### src/rtl/hires_dtc_if.sv
// rtl/hires_dtc_if.sv - interval-word write port of hires_dtc
// Producer (master) drives time_in/time_wr; the DTC (slave) answers with time_rdy.
interface hires_dtc_if #(
  parameter int W = 8
);
  logic [W-1:0] time_in;
  logic         time_wr;
  logic         time_rdy;

  modport master (output time_in, output time_wr, input time_rdy);
  modport slave  (input time_in, input time_wr, output time_rdy);
endinterface

### src/rtl/hires_dtc.sv
// rtl/hires_dtc.sv - digital-to-time pulse generator with queued {coarse, fine} intervals
// HIRES_DTC_QUEUE_EN builds the QUEUE_DEPTH-entry queue; otherwise one holding register.
module hires_dtc #(
  parameter int COARSE_BIT  = 4,
  parameter int FINE_BIT    = 4,
  parameter int PULSE_WIDTH = 2,
  parameter int QUEUE_DEPTH = 4
) (
  input  logic                clk_i,
  input  logic                rstb_i,
  hires_dtc_if.slave          tif,
  input  logic                start_i,
  output logic                stop_out_o,
  output logic [FINE_BIT-1:0] fine_sel_o,
  output logic                busy_o,
  output logic                empty_o,
  output logic                miss_o
);
  localparam int W = COARSE_BIT + FINE_BIT;
  localparam logic [3:0] PW_M1 = 4'(PULSE_WIDTH - 1);

  typedef enum logic [1:0] {S_IDLE, S_ARMED, S_COUNT, S_PULSE} state_t;

  state_t                state_q, state_d;
  logic [COARSE_BIT-1:0] cnt_q, cnt_d;
  logic [3:0]            pcnt_q, pcnt_d;
  logic                  stop_q, stop_d;
  logic [FINE_BIT-1:0]   fine_q, fine_d;
  logic                  miss_q, miss_d;
  logic                  old_start_q;

  logic                  start_edge;
  logic                  wr_fire;
  logic                  pop;
  logic                  q_empty;
  logic [W-1:0]          head;

  assign start_edge = start_i & ~old_start_q;
  assign wr_fire    = tif.time_wr & tif.time_rdy;

`ifdef HIRES_DTC_QUEUE_EN
  localparam int AW = $clog2(QUEUE_DEPTH);

  logic [W-1:0] mem_q [QUEUE_DEPTH];
  logic [AW:0]  wr_ptr_q, rd_ptr_q;
  logic         q_full;

  // Extra pointer bit separates full from empty when the address bits match.
  assign q_empty      = (wr_ptr_q == rd_ptr_q);
  assign q_full       = (wr_ptr_q[AW] != rd_ptr_q[AW]) &&
                        (wr_ptr_q[AW-1:0] == rd_ptr_q[AW-1:0]);
  assign tif.time_rdy = ~q_full;
  assign head         = mem_q[rd_ptr_q[AW-1:0]];

  always_ff @(posedge clk_i or negedge rstb_i) begin
    if (!rstb_i) begin
      wr_ptr_q <= '0;
      rd_ptr_q <= '0;
    end else begin
      if (wr_fire) wr_ptr_q <= wr_ptr_q + 1'b1;
      if (pop)     rd_ptr_q <= rd_ptr_q + 1'b1;
    end
  end

  always_ff @(posedge clk_i) begin
    if (wr_fire) mem_q[wr_ptr_q[AW-1:0]] <= tif.time_in;
  end
`else
  logic [W-1:0] hold_q;
  logic         hold_valid_q;

  assign q_empty      = ~hold_valid_q;
  assign tif.time_rdy = ~hold_valid_q;
  assign head         = hold_q;

  // A write needs an empty register and a pop needs a full one, so they never coincide.
  always_ff @(posedge clk_i or negedge rstb_i) begin
    if (!rstb_i) begin
      hold_q       <= '0;
      hold_valid_q <= 1'b0;
    end else if (wr_fire) begin
      hold_q       <= tif.time_in;
      hold_valid_q <= 1'b1;
    end else if (pop) begin
      hold_valid_q <= 1'b0;
    end
  end
`endif

  always_comb begin
    state_d = state_q;
    cnt_d   = cnt_q;
    pcnt_d  = pcnt_q;
    stop_d  = stop_q;
    fine_d  = fine_q;
    miss_d  = 1'b0;
    pop     = 1'b0;
    case (state_q)
      S_IDLE: begin
        miss_d = start_edge;
        if (!q_empty || wr_fire) state_d = S_ARMED;
      end
      S_ARMED: begin
        if (start_edge) begin
          pop     = 1'b1;
          cnt_d   = head[W-1:FINE_BIT];
          fine_d  = head[FINE_BIT-1:0];
          state_d = S_COUNT;
        end
      end
      S_COUNT: begin
        miss_d = start_edge;
        if (cnt_q == '0) begin
          state_d = S_PULSE;
          stop_d  = 1'b1;
          pcnt_d  = PW_M1;
        end else begin
          cnt_d = cnt_q - 1'b1;
        end
      end
      S_PULSE: begin
        miss_d = start_edge;
        if (pcnt_q == '0) begin
          stop_d  = 1'b0;
          state_d = (!q_empty || wr_fire) ? S_ARMED : S_IDLE;
        end else begin
          pcnt_d = pcnt_q - 1'b1;
        end
      end
      default: state_d = S_IDLE;
    endcase
  end

  always_ff @(posedge clk_i or negedge rstb_i) begin
    if (!rstb_i) begin
      state_q     <= S_IDLE;
      cnt_q       <= '0;
      pcnt_q      <= '0;
      stop_q      <= 1'b0;
      fine_q      <= '0;
      miss_q      <= 1'b0;
      old_start_q <= 1'b0;
    end else begin
      state_q     <= state_d;
      cnt_q       <= cnt_d;
      pcnt_q      <= pcnt_d;
      stop_q      <= stop_d;
      fine_q      <= fine_d;
      miss_q      <= miss_d;
      old_start_q <= start_i;
    end
  end

  assign stop_out_o = stop_q;
  assign fine_sel_o = fine_q;
  assign busy_o     = (state_q == S_COUNT) || (state_q == S_PULSE);
  assign empty_o    = q_empty;
  assign miss_o     = miss_q;
endmodule

### src/flat_wrapper.sv
// flat-port wrapper written by rule: the top's interface ports become plain ports
module hires_dtc_flat 
#(
  parameter int COARSE_BIT  = 4,
  parameter int FINE_BIT    = 4,
  parameter int PULSE_WIDTH = 2,
  parameter int QUEUE_DEPTH = 4
)
  (clk_i, rstb_i, start_i, stop_out_o, fine_sel_o, busy_o, empty_o, miss_o, tif_time_in, tif_time_wr, tif_time_rdy);
  hires_dtc_if #(.W(8)) tif_i ();
  input  logic clk_i;
  input  logic rstb_i;
  input  logic start_i;
  output logic stop_out_o;
  output logic [FINE_BIT-1:0] fine_sel_o;
  output logic busy_o;
  output logic empty_o;
  output logic miss_o;
  input wire logic [$bits(tif_i.time_in)-1:0] tif_time_in;
  input wire logic [$bits(tif_i.time_wr)-1:0] tif_time_wr;
  output wire logic [$bits(tif_i.time_rdy)-1:0] tif_time_rdy;
  assign tif_i.time_in = tif_time_in;
  assign tif_i.time_wr = tif_time_wr;
  assign tif_time_rdy = tif_i.time_rdy;
  hires_dtc #(.COARSE_BIT(COARSE_BIT), .FINE_BIT(FINE_BIT), .PULSE_WIDTH(PULSE_WIDTH), .QUEUE_DEPTH(QUEUE_DEPTH)) u_core (.clk_i(clk_i), .rstb_i(rstb_i), .tif(tif_i), .start_i(start_i), .stop_out_o(stop_out_o), .fine_sel_o(fine_sel_o), .busy_o(busy_o), .empty_o(empty_o), .miss_o(miss_o));
endmodule
### config.mk
export PLATFORM = sky130hd
export DESIGN_NAME = hires_dtc_flat
export DESIGN_NICKNAME = d
export VERILOG_FILES = /design/src/rtl/hires_dtc_if.sv /design/src/rtl/hires_dtc.sv /design/src/flat_wrapper.sv
export SDC_FILE = /design/constraint.sdc
export NUM_CORES = 1
export LEC_CHECK = 0
export CORE_MARGIN = 2
export CORE_UTILIZATION = 52
export CTS_CLUSTER_DIAMETER = 120
export DETAILED_ROUTE_END_ITERATION = 16
export HOLD_SLACK_MARGIN = 0.06
export PLACE_DENSITY = 0.87
export SYNTH_ARGS = -nofsm -noshare
export SYNTH_HDL_FRONTEND = slang
export SYNTH_SLANG_ARGS = --single-unit
### constraint.sdc
create_clock -name clk_i -period 2.15 [get_ports clk_i]
set_input_delay 0.43 -clock clk_i [delete_from_list [all_inputs] [get_ports clk_i]]
set_output_delay 0.43 -clock clk_i [all_outputs]
set_load 0.01 [all_outputs]
==> results.sh <==
export IMPL_met2_usage=0.337
export IMPL_clock_sinks=26
export IMPL_dieArea_um2=2950
export IMPL_grt_use_met1=0.214
export IMPL_wl_per_cell_um=14.0
export IMPL_critPathCaptureType="output port"
export IMPL_drive_gt1_frac=0.166
export IMPL_gp_congestion=0.806
export IMPL_worstSetupPathType="reg -> out"
export IMPL_timing_final_crit_share=0.951
export IMPL_status="finished clean"
export IMPL_reg2reg_to="u_core.state_q[1]"
export IMPL_critPathSlowestCell="dfrtp_1"
export IMPL_syn_nets=141
export IMPL_start_kind="flop"
export IMPL_hold_ws_ns=0.449
export IMPL_hp_class="in -> async"
export IMPL_cts_made_buffers=3
export IMPL_drc=0
export IMPL_worstPathMaxFanout=5
export IMPL_cts_tree="done"
export IMPL_synth_largest_area_cell="dfrtp_1"
export IMPL_portBuffers=20
export IMPL_swShare=0.378
export IMPL_die_h_um=54.3
export IMPL_firstDrtPassIters=4
export IMPL_io_pin_count=21
export IMPL_synthCells=120
export IMPL_grt_pass1_wl_um=3880
export IMPL_synth_area_um2=1320
export IMPL_core_um2=2430
export IMPL_p_per_area_nw_per_um2=1430
export IMPL_clkPwrFrac=0.108
export IMPL_place_hpwl_um=1860
export IMPL_slew_limit_headroom=0.716
export IMPL_finalSetupViolations=0
export IMPL_antenna_found_initial=0
export IMPL_drv_slew=0
export IMPL_use_met3=0.0328
export IMPL_die_w_um=54.3
export IMPL_p_int_uw=1440
export IMPL_critical_path_top_delay_family="flip-flops"
export IMPL_syn_to_final_growth_pct=22.6
export IMPL_crit_path_max_incr_delay_ns=0.40
export IMPL_wl_um=2450
export IMPL_viasPerCell=5.54
export IMPL_ys_seq_area_frac=0.494
export IMPL_clockBufferDepth=2
export IMPL_yosys_top_cells_area="dfrtp_1, mux2_2, ha_1"
export IMPL_drtAntennaViolNets=0
export IMPL_synth_top_area_share=0.494
export IMPL_reg2regPathDepth=6
export IMPL_final_util=0.664
export IMPL_num_rows=18
export IMPL_max_cap_violations=0
export IMPL_grt_ovfl_total=0
export IMPL_grt_usage=0.186
export IMPL_final_hold_violation_count=0
export IMPL_clock_fmax_mhz=489
export IMPL_power_switching_uw=875
export IMPL_clockRootBuffer="clkbuf_4"
export IMPL_nets=167
export IMPL_regToRegStartpoint="u_core.pcnt_q[0]"
export IMPL_finalCriticalPeriod_ns=2.04
export IMPL_peakVddDrop_v=0.000792
export IMPL_path_buf_inv=2
export IMPL_r2r_setup_slack_ns=0.24
export IMPL_fin_skew_ns=0.00178
export IMPL_synth_cell_types=30
export IMPL_grt_max_degree=27
export IMPL_worstPathCellList="inv_1 > ha_1 > or2_2 > dlygate4sd2_1"
export IMPL_vias=970
export IMPL_ys_warnings_count=0
export IMPL_antenna_cells=0
export IMPL_worstPathRequired_ns=1.72
export IMPL_drt_iter0_markers=10
export IMPL_grt_most_used_layer="met2"
export IMPL_worstPathArrival_ns=1.61
export IMPL_clk_pin_slew_worst_paths_ns=0.14
export IMPL_insertion_delay_ns=0.32
export IMPL_seq_power_share=0.376
export IMPL_rsz0062_at_grt="false"
export IMPL_synth_area_per_cell_um2=11.0
export IMPL_start_util=0.542
export IMPL_leakagePower_uw=0.000738
export IMPL_htree_num_levels=1
export IMPL_ys_ff_latch=26
export IMPL_power_frac_comb=0.515
export IMPL_worst_pin_slew_ns=0.423
export IMPL_finalSetupTns_ns=0
export IMPL_first_global_vias=905
[worst reg2reg max path: cells and delay by family (launching register included)]
family	cells	cell delay, ns
simple gates	2	0.55
flops	1	0.44
compound gates	1	0.42
mux	1	0.19
fa+ha+maj	1	0.16
buf+inv	1	0.09
[worst max-delay path by stage]
| stage | slack, ns | start | cells past startpoint | to |
|---|---|---|---|---|
| finish | 0.11 | u_core.state_q[0] | 4 | busy_o |
| global route | 0.02 | u_core.state_q[0] | 4 | busy_o |
| CTS | 0.09 | u_core.state_q[0] | 4 | busy_o |
| detailed placement | 0.16 | u_core.state_q[0] | 8 | u_core.pcnt_q[3] |
| global placement | 0.27 | u_core.state_q[0] | 4 | busy_o |
| floorplan | 0.42 | u_core.pcnt_q[0] | 6 | u_core.state_q[0] |
[stage by stage]
stage	area, um2	std cells	total power [uW]	setup WS (ns)
after floorplan	1320	120	1670	0.424
after detailed placement	1570	170	2060	0.161
after CTS	1610	175	2320	0.0882
final	1620	175	2320	0.106
after global placement	1570	170	1970	0.271
after global routing	1620	175	2510	0.0199
[cell usage after synthesis]
library cell  count
inv_1            10
nand2b_1          4
a31o_2            1
o31ai_1           1
buf_4             1
clkbuf_1          3
or3b_4            1
a211oi_1          1
ha_1              9
dfrtp_1          26
o21bai_1          1
or3_1             1
nor2b_1           9
o21ai_0          11
or4_1             1
or2_2             1
nand2_1           6
nor2_1            5
a222oi_1          1
a31oi_1           1
mux2i_1           2
o211ai_1          1
o22ai_1           2
nor3_1            1
a22o_1            2
o211a_1           1
mux2_2           11
a21oi_1           3
nor4bb_1          1
a221o_1           2
[registers in the layout, summed over array words and instances, names as in the netlist]
name,flops
u_core.old_start_q,1
u_core.head,8
u_core.stop_out_o,1
u_core.pcnt_q,4
u_core.miss_o,1
u_core.state_q,2
u_core.fine_sel_o,4
u_core.cnt_q,4
u_core.hold_valid_q,1
[routing by layer]
layer  vias to the layer above  wire [um]
li1                        470          -
met1                       482       1080
met2                        16       1270
met3                         2         78
met4                         0         15
met5                         -          0
[layout make-up]
cell class / count / area (um2)
clock buffer: 4 / 36.3
fill: 186 / 817
inverter: 10 / 37.5
multi-input combinational: 80 / 617
sequential: 26 / 651
tap: 30 / 37.5
timing repair buffer: 25 / 236
[cell usage in the layout (no fill, tap or decap), types with 4 or more instances in the layout]
master and count:
nor2b_1 9, buf_4 5, nand2_1 6, mux2_2 11, o21ai_0 11, nand2b_1 4
clkdlybuf4s50_1 19, ha_1 9, dfrtp_1 26, nor2_1 5, inv_1 10
[cells by family (layout without fill, tap and decap cells)]
family / after synthesis / after routing / synth area share
and+or+nand+nor: 30 / 30 / 0.128
buffers and inverters: 14 / 39 / 0.0427
adders and majority gates: 9 / 9 / 0.0855
DFF: 26 / 26 / 0.494
AOI/OAI and AO/OA: 28 / 28 / 0.141
muxes: 13 / 13 / 0.109
[repair_timing]
item / in CTS / in global routing
gates cloned: 0 / 0
setup endpoints to repair: 1 / 2
hold buffers: 0 / 0
resized for setup: 1 / 1
buffers inserted: 1 / 0
[power by group through the flow]
stage | registers [uW] | logic, uW | clock network (uW)
CTS | 866 | 1200 | 257
global placement | 863 | 1110 | 0
detailed placement | 882 | 1180 | 0
finish | 871 | 1190 | 251
global route | 899 | 1340 | 275
floorplan | 860 | 807 | 0
No activity file was read; power rests on OpenSTA's default activity.
